**src/rtl/mem_bank_nrw.sv**
```systemverilog
// N-port read/write register-file bank: byte-masked writes, lowest-port-wins
// collision arbitration, registered reads, post-reset scrub.
// Optional MEM_BANK_NRW_BYPASS_EN: same-cycle reads return the newly written value.

module mem_bank_nrw_port #(
  parameter int WIDTH = 64
) (
  input  logic             clk,
  input  logic             rst,
  input  logic             rd_fire_i,
  input  logic [WIDTH-1:0] rd_data_i,
  input  logic             drop_i,
  output logic [WIDTH-1:0] rdata_o,
  output logic             rvalid_o,
  output logic             drop_o
);
  logic [WIDTH-1:0] rdata_q;
  logic             rvalid_q, drop_q;

  always_ff @(posedge clk) begin
    if (rst) begin
      rdata_q  <= '0;
      rvalid_q <= 1'b0;
      drop_q   <= 1'b0;
    end else begin
      rvalid_q <= rd_fire_i;
      drop_q   <= drop_i;
      if (rd_fire_i) rdata_q <= rd_data_i;
    end
  end

  assign rdata_o  = rdata_q;
  assign rvalid_o = rvalid_q;
  assign drop_o   = drop_q;
endmodule

module mem_bank_nrw #(
  parameter int               NUM_PORTS  = 2,
  parameter int               WIDTH      = 64,
  parameter int               DEPTH      = 4,
  parameter logic [WIDTH-1:0] INIT_VALUE = '0,
  localparam int              AW         = (DEPTH > 1) ? $clog2(DEPTH) : 1
) (
  input  logic                           clk,
  input  logic                           rst,
  input  logic [NUM_PORTS-1:0]           RW_en,
  input  logic [NUM_PORTS-1:0]           RW_wmode,
  input  logic [NUM_PORTS*AW-1:0]        RW_addr,
  input  logic [NUM_PORTS*WIDTH-1:0]     RW_wdata,
  input  logic [NUM_PORTS*WIDTH/8-1:0]   RW_wmask,
  output logic [NUM_PORTS*WIDTH-1:0]     RW_rdata,
  output logic [NUM_PORTS-1:0]           RW_rvalid,
  output logic [NUM_PORTS-1:0]           wr_drop,
  output logic                           ready
);
  localparam int             NB      = WIDTH / 8;
  localparam logic [AW:0]    DEPTH_W = DEPTH[AW:0];
  localparam logic [AW-1:0]  LAST    = AW'(DEPTH - 1);

  typedef enum logic {S_INIT, S_READY} state_t;

  state_t  state_q, state_d;
  logic [AW-1:0] ptr_q, ptr_d;
  logic          scrub;

  logic [NUM_PORTS-1:0][AW-1:0]    addr;
  logic [NUM_PORTS-1:0][WIDTH-1:0] wdata;
  logic [NUM_PORTS-1:0][NB-1:0]    wmask;
  logic [NUM_PORTS-1:0][WIDTH-1:0] rd_val;
  logic [NUM_PORTS-1:0]            in_rng, wr_req, wr_win, rd_fire, drop;

  logic [WIDTH-1:0] mem_q [DEPTH];
  logic [WIDTH-1:0] mem_d [DEPTH];

  assign addr  = RW_addr;
  assign wdata = RW_wdata;
  assign wmask = RW_wmask;

  always_ff @(posedge clk) begin
    if (rst) begin
      state_q <= S_INIT;
      ptr_q   <= '0;
    end else begin
      state_q <= state_d;
      ptr_q   <= ptr_d;
    end
  end

  always_comb begin
    state_d = state_q;
    ptr_d   = ptr_q;
    if (state_q == S_INIT) begin
      ptr_d = ptr_q + 1'b1;
      if (ptr_q == LAST) begin
        state_d = S_READY;
        ptr_d   = '0;
      end
    end
  end

  always_comb begin
    ready = (state_q == S_READY);
    scrub = (state_q == S_INIT);
  end

  // A higher-index write loses to any lower port writing the same in-range address.
  always_comb begin
    for (int p = 0; p < NUM_PORTS; p++) begin
      in_rng[p]  = ({1'b0, addr[p]} < DEPTH_W);
      wr_req[p]  = ready && RW_en[p] && RW_wmode[p] && in_rng[p];
      rd_fire[p] = ready && RW_en[p] && !RW_wmode[p];
    end
    wr_win = wr_req;
    for (int p = 1; p < NUM_PORTS; p++)
      for (int q = 0; q < p; q++)
        if (wr_req[q] && (addr[q] == addr[p])) wr_win[p] = 1'b0;
    drop = wr_req & ~wr_win;
  end

  always_comb begin
    for (int i = 0; i < DEPTH; i++) mem_d[i] = mem_q[i];
    if (scrub) begin
      mem_d[ptr_q] = INIT_VALUE;
    end else begin
      for (int p = 0; p < NUM_PORTS; p++)
        if (wr_win[p])
          for (int b = 0; b < NB; b++)
            if (wmask[p][b]) mem_d[addr[p]][b*8 +: 8] = wdata[p][b*8 +: 8];
    end
  end

  always_ff @(posedge clk) begin
    for (int i = 0; i < DEPTH; i++) mem_q[i] <= mem_d[i];
  end

  for (genvar p = 0; p < NUM_PORTS; p++) begin : g_port
`ifdef MEM_BANK_NRW_BYPASS_EN
    assign rd_val[p] = in_rng[p] ? mem_d[addr[p]] : '0;
`else
    assign rd_val[p] = in_rng[p] ? mem_q[addr[p]] : '0;
`endif
    mem_bank_nrw_port #(.WIDTH(WIDTH)) u_port (
      .clk      (clk),
      .rst      (rst),
      .rd_fire_i(rd_fire[p]),
      .rd_data_i(rd_val[p]),
      .drop_i   (drop[p]),
      .rdata_o  (RW_rdata[p*WIDTH +: WIDTH]),
      .rvalid_o (RW_rvalid[p]),
      .drop_o   (wr_drop[p])
    );
  end
endmodule

```
**config.mk**
```make
export PLATFORM = sky130hd
export DESIGN_NAME = mem_bank_nrw
export DESIGN_NICKNAME = d
export VERILOG_FILES = /design/src/rtl/mem_bank_nrw.sv
export SDC_FILE = /design/constraint.sdc
export NUM_CORES = 1
export LEC_CHECK = 0
export ABC_CLOCK_PERIOD_IN_PS = 2450
export CAP_MARGIN = 20
export CORE_MARGIN = 1.5
export CORE_UTILIZATION = 61
export DETAILED_ROUTE_END_ITERATION = 8
export PLACE_DENSITY_LB_ADDON = 0.15
export SLEW_MARGIN = 20
export SYNTH_ARGS = -nofsm -noshare
export SYNTH_HDL_FRONTEND = slang
export SYNTH_SLANG_ARGS = --single-unit
export TNS_END_PERCENT = 100
```
**constraint.sdc**
```tcl
create_clock -name clk -period 2.45 [get_ports clk]
set_input_delay 0.245 -clock clk [delete_from_list [all_inputs] [get_ports clk]]
set_output_delay 0.245 -clock clk [all_outputs]
set_load 0.02 [all_outputs]
```
Word level (Yosys, flattened, before mapping)
Memories as Yosys holds them, arrays and structs flattened. A register that Yosys moved wholly into a read port is not among the register bits.
Cells that the tools add are included.
W data, S select, Z words.
Storage, ports and cells
  register bits after elaboration: 7
  RAM bits: 256
  input bits: 154
  output and inout port bits: 133
  logic and storage cells: 137
  memories: 1
Cells by class
  add/subtract/negate cells: 1
  $lt $le $gt $ge: 6
  equality and inequality tests: 2
  mux-type cells: 102
  bitwise operators: 7
  reductions and logical operators: 12
Memory list
  mem_q: depth 4, width 64, read ports 6, clocked after Yosys merged registers in 2, wr ports 4, RTL line 72  | logic [WIDTH-1:0] mem_q [DEPTH];
Operators with widths (number)
  $mux W256: 48
  $bwmux W256: 16
  $demux W64 S2: 17
  $and A256 B256 Y256: 1
  $not A256 Y256: 1
  $mux W64: 3
  $mux W56: 2
  $mux W48: 2
  $mux W40: 2
  $mux W32: 2
  $mux W24: 2
  $mux W16: 2
  $mux W8: 2
  $logic_and A1 B1 Y1: 10
  $ge A3 B3 Y1 const B: 3
  $lt A3 B1 Y1 const B: 3
  $not A2 Y3: 3
  $mux W1: 3
  $add A2 B1 Y2 const B: 1
  $and A2 B2 Y2: 1
  $eq A2 B2 Y1: 1
  $eq A2 B2 Y1 const B: 1
  $logic_not A1 Y1: 2
  $mux W2: 1
  $not A2 Y2: 1

Longest topological paths before layout
  depth after elaboration: 69
  gate-level depth with buffers: 8
  mapped depth without buffers: 5

By module
Synthesis repeated with hierarchy kept, for this count alone.
Second synthesis, totals
  cell total of the unflattened synthesis: 2165
  area, all modules: 22370.2 um^2
By module, submodules not included
  mem_bank_nrw: instances 1, cells an instance 1745, area an instance 17698.2 um^2, sequential area each 5185.0 um^2
  mem_bank_nrw_port: instances 2, cells an instance 210, area an instance 2336.0 um^2, sequential area each 1321.3 um^2

Least setup slack after synthesis
No wires, ideal clock.
  path kind: register to register
  start point: register state_q, in the netlist ready
  end point: memory mem_q[3][10]
  library setup time: 0.121 ns
  data arrival time: 1.702 ns
  data required time: 2.329 ns
  slack: 0.627 ns
  stages on the path, launching flop included: 9
  path buffers: 4
  clock period less this slack: 1.823 ns
  cells stage by stage: dfxtp_1 -> buf_4 -> and4_1 -> buf_2 -> buf_2 -> o211a_1 -> buf_2 -> nand2b_2 -> o21ai_1
RTL lines
  start: declaration: RTL line 62  | state_t state_q, state_d;
  start signal: assignment: RTL line 84  | state_q <= state_d;
  end: declaration: RTL line 72

Worst setup path in the final report
  start point: register state_q, in the netlist ready
  end point: output port ready
RTL lines
  end: declaration: RTL line 54  | output logic ready
No word-level cell between the ends.

==> results.sh <==
export IMPL_tns_ns=0
export IMPL_io_buffer_count=285
export IMPL_cp_max_fo=25
export IMPL_post_drt_via_cell_ratio=6.97
export IMPL_power_frac_comb_pct=21.1
export IMPL_wl_um=84200
export IMPL_cts_repair_resize_count=0
export IMPL_utilization_pct=74.6
export IMPL_grt_max_degree=157
export IMPL_fin_nets=3135
export IMPL_grt_ovfl_total=0
export IMPL_grt_antenna_before_repair=7
export IMPL_worstPathArrival_ns=1.82
export IMPL_crit_type="reg2out"
export IMPL_clock_latency_ns=0.58
export IMPL_drc=0
export IMPL_fp_dieW_um=199
export IMPL_vdd_ir_drop_max_mv=0.490
export IMPL_synth_nets=3000
export IMPL_report_final_hold_viol_count=0
export IMPL_gp_congestion=0.865
export IMPL_drt_wirelength_per_cell_um=23.9
export IMPL_slew_viol_final=0
export IMPL_startpoint_type="flip-flop"
export IMPL_seq_area_sq_mm=0.00781
export IMPL_cts_sinks=390
export IMPL_final_cell_mix="o21ai_0 (553), dfxtp_1 (389), clkdlybuf4s50_1 (280)"
export IMPL_power_switching_mw=5.26
export IMPL_rsz0062_at_grt="false"
export IMPL_cts_buffers=44
export IMPL_die_h_um=199
export IMPL_cts_root_buf="clkbuf_16"
export IMPL_die_area_sq_mm=0.0396
export IMPL_worstPathCellList="clkdlybuf4s50_1"
export IMPL_use_met2_pct=65.3
export IMPL_crit_slowest_cell="clkdlybuf4s50_1"
export IMPL_mostFrequentLayoutCell="o21ai_0"
export IMPL_drt_pass1_iter_count=6
export IMPL_grt_pass1_vias=23600
export IMPL_switching_share_pct=30.0
export IMPL_worst_pin_slew_ns=0.997
export IMPL_layout_drive_gt1_share_pct=20.1
export IMPL_cp_top_family="buffers and inverters"
export IMPL_cap_violations=0
export IMPL_hold_path_class="in2reg"
export IMPL_drtIter0Drc=3480
export IMPL_place_hpwl_um=51300
export IMPL_seq_power_share_pct=41.6
export IMPL_syn_to_final_growth_pct=20.3
export IMPL_ys_types=41
export IMPL_fill_cells=2828
export IMPL_cts_tree="yes"
export IMPL_grt_most_used_layer="met2"
export IMPL_path_clk_slew_ns=0.06
export IMPL_finalClockSkew_ns=0.0139
export IMPL_cp_num_buf_inv=1
export IMPL_status="finished, final reports clean"
export IMPL_synthesis_area_sq_mm=0.0234
export IMPL_cellPowerDensity_mw_per_mm2=622
export IMPL_syn_inst=2842
export IMPL_core_area_sq_mm=0.0378
export IMPL_intPower_mw=12.3
export IMPL_fmax_ghz=0.485
export IMPL_crit_path_end_kind="primary output"
export IMPL_power_frac_clock_pct=37.3
export IMPL_ant_nets=0
export IMPL_vias=24500
export IMPL_yosysSeqAreaShare_pct=33.4
export IMPL_min_period_ns=2.06
export IMPL_grt_pass1_wl_um=130000
export IMPL_cts_hold_buffers=0
export IMPL_post_cts_buffers=0
export IMPL_use_met3_pct=9.34
export IMPL_setup_viol=0
export IMPL_start_util_pct=62.0
export IMPL_track_usage_pct=42.0
export IMPL_clock_path_buffers=3
export IMPL_cp_required_ns=2.20
export IMPL_core_rowCount=71
export IMPL_yosysWarnings=0
export IMPL_p_leak_nw=8.42
export IMPL_slew_headroom_pct=33.5
export IMPL_max_stage_delay_ns=0.68
export IMPL_postSynthAreaPerCell_sq_um=8.24
export IMPL_multi_input_area_sq_mm=0.0143
export IMPL_cts_htree_levels=2
export IMPL_synth_seq_cells=390
export IMPL_use_met1_pct=54.5
export IMPL_min_period_over_period_pct=84.1
export IMPL_ios=287
==> per-layer routing <==
layer,wire length [um],vias to the layer above
li1,-,10700
met3,11500,374
met2,37900,1882
met4,4320,6
met5,43,-
met1,30400,11600
==> cell type report <==
cell class	instances	area share, %
diodes	6	0.0533
clock buffers	68	4.84
clock inverters	7	0.124
inverters	2	0.0267
multi-input cells	2137	50.9
flip-flops and latches	390	27.7
well taps	511	2.27
repair buffers	402	14.1
==> synthesized netlist by cell type <==
cell / instances / area share, %
nand2b_2: 1 / 0.037
and4_1: 2 / 0.075
ha_1: 4 / 0.21
nor3b_1: 8 / 0.26
xor2_2: 1 / 0.070
nand4_1: 1 / 0.027
conb_1: 1 / 0.016
nand2_1: 270 / 4.3
o21ai_0: 553 / 12
and4bb_2: 1 / 0.053
and4b_1: 3 / 0.13
nor2_1: 10 / 0.16
o211a_1: 1 / 0.043
inv_1: 2 / 0.032
clkbuf_1: 208 / 3.3
o21ai_1: 199 / 4.3
nand4b_2: 1 / 0.064
buf_1: 4 / 0.064
nand4_4: 1 / 0.091
buf_4: 12 / 0.38
mux4_2: 128 / 12
buf_6: 2 / 0.096
or3b_2: 246 / 9.2
o211ai_2: 22 / 1.2
nor4_1: 1 / 0.027
and3_1: 248 / 6.6
nand3_1: 248 / 5.3
xor2_1: 1 / 0.037
nor2b_1: 8 / 0.21
o211ai_1: 9 / 0.29
or2_2: 2 / 0.053
nand4b_1: 2 / 0.075
mux2i_1: 9 / 0.38
buf_2: 87 / 1.9
nor3_1: 1 / 0.021
nor2_4: 1 / 0.048
dfxtp_1: 390 / 33
a21oi_1: 129 / 2.8
nand4bb_1: 1 / 0.048
a31oi_1: 8 / 0.21
and2_1: 16 / 0.43
==> kinds of logic (layout without fill, tap and decap cells) <==
| logic type | Yosys count | count (layout) | share of synthesized area (%) |
|---|---|---|---|
| mux | 137 | 137 | 12.7 |
| compound gates | 921 | 921 | 20.6 |
| other cells | 1 | 7 | 0.0160 |
| simple gates | 1072 | 1072 | 27.3 |
| fa+ha+maj | 4 | 4 | 0.214 |
| buf+inv | 315 | 479 | 5.77 |
| flops | 390 | 390 | 33.4 |
| xor+xnor | 2 | 2 | 0.107 |
==> registers in the layout, indices dropped and copies added (netlist names) <==
register                count
ptr_q                       2
ready                       1
g_port.u_port.rvalid_o      2
g_port.u_port.rdata_o     128
g_port.u_port.drop_o        1
mem_q                     256
==> final timing paths <==
path	from	end	slack, ns	depth (start not counted)
hold / removal	rst	ready	0.17	2
setup / recovery	ready	ready	0.39	1
setup reg to reg	ptr_q[0]	mem_q[0][18]	0.44	5
hold reg to reg	g_port[0].u_port.rdata_o[7]	g_port[0].u_port.rdata_o[7]	0.45	2
==> power by group through the flow <==
| stage | clock (mW) | sequential [mW] | combinational (mW) |
|---|---|---|---|
| final | 6.54 | 7.29 | 3.70 |
| after CTS | 6.55 | 7.27 | 3.60 |
| after global routing | 6.80 | 7.35 | 3.95 |
| after global placement | 0 | 7.34 | 3.45 |
| after detailed placement | 0 | 7.40 | 3.57 |
| after floorplan | 0 | 7.24 | 2.41 |
==> per-stage QoR <==
| step | area (sq um) | instances | setup slack, ns | total power, mW | hold slack (ns) |
|---|---|---|---|---|---|
| CTS | 28100 | 3517 | 0.395 | 17.4 | 0.157 |
| global route | 28200 | 3520 | 0.337 | 18.1 | 0.201 |
| finish | 28200 | 3523 | 0.389 | 17.5 | 0.170 |
| floorplan | 23400 | 2842 | 0.627 | 9.65 | 0.364 |
| detailed placement | 26800 | 3442 | 0.155 | 11.0 | 0.448 |
| global placement | 26800 | 3442 | 0.185 | 10.8 | 0.443 |
Power figures use the tool's default switching activity.
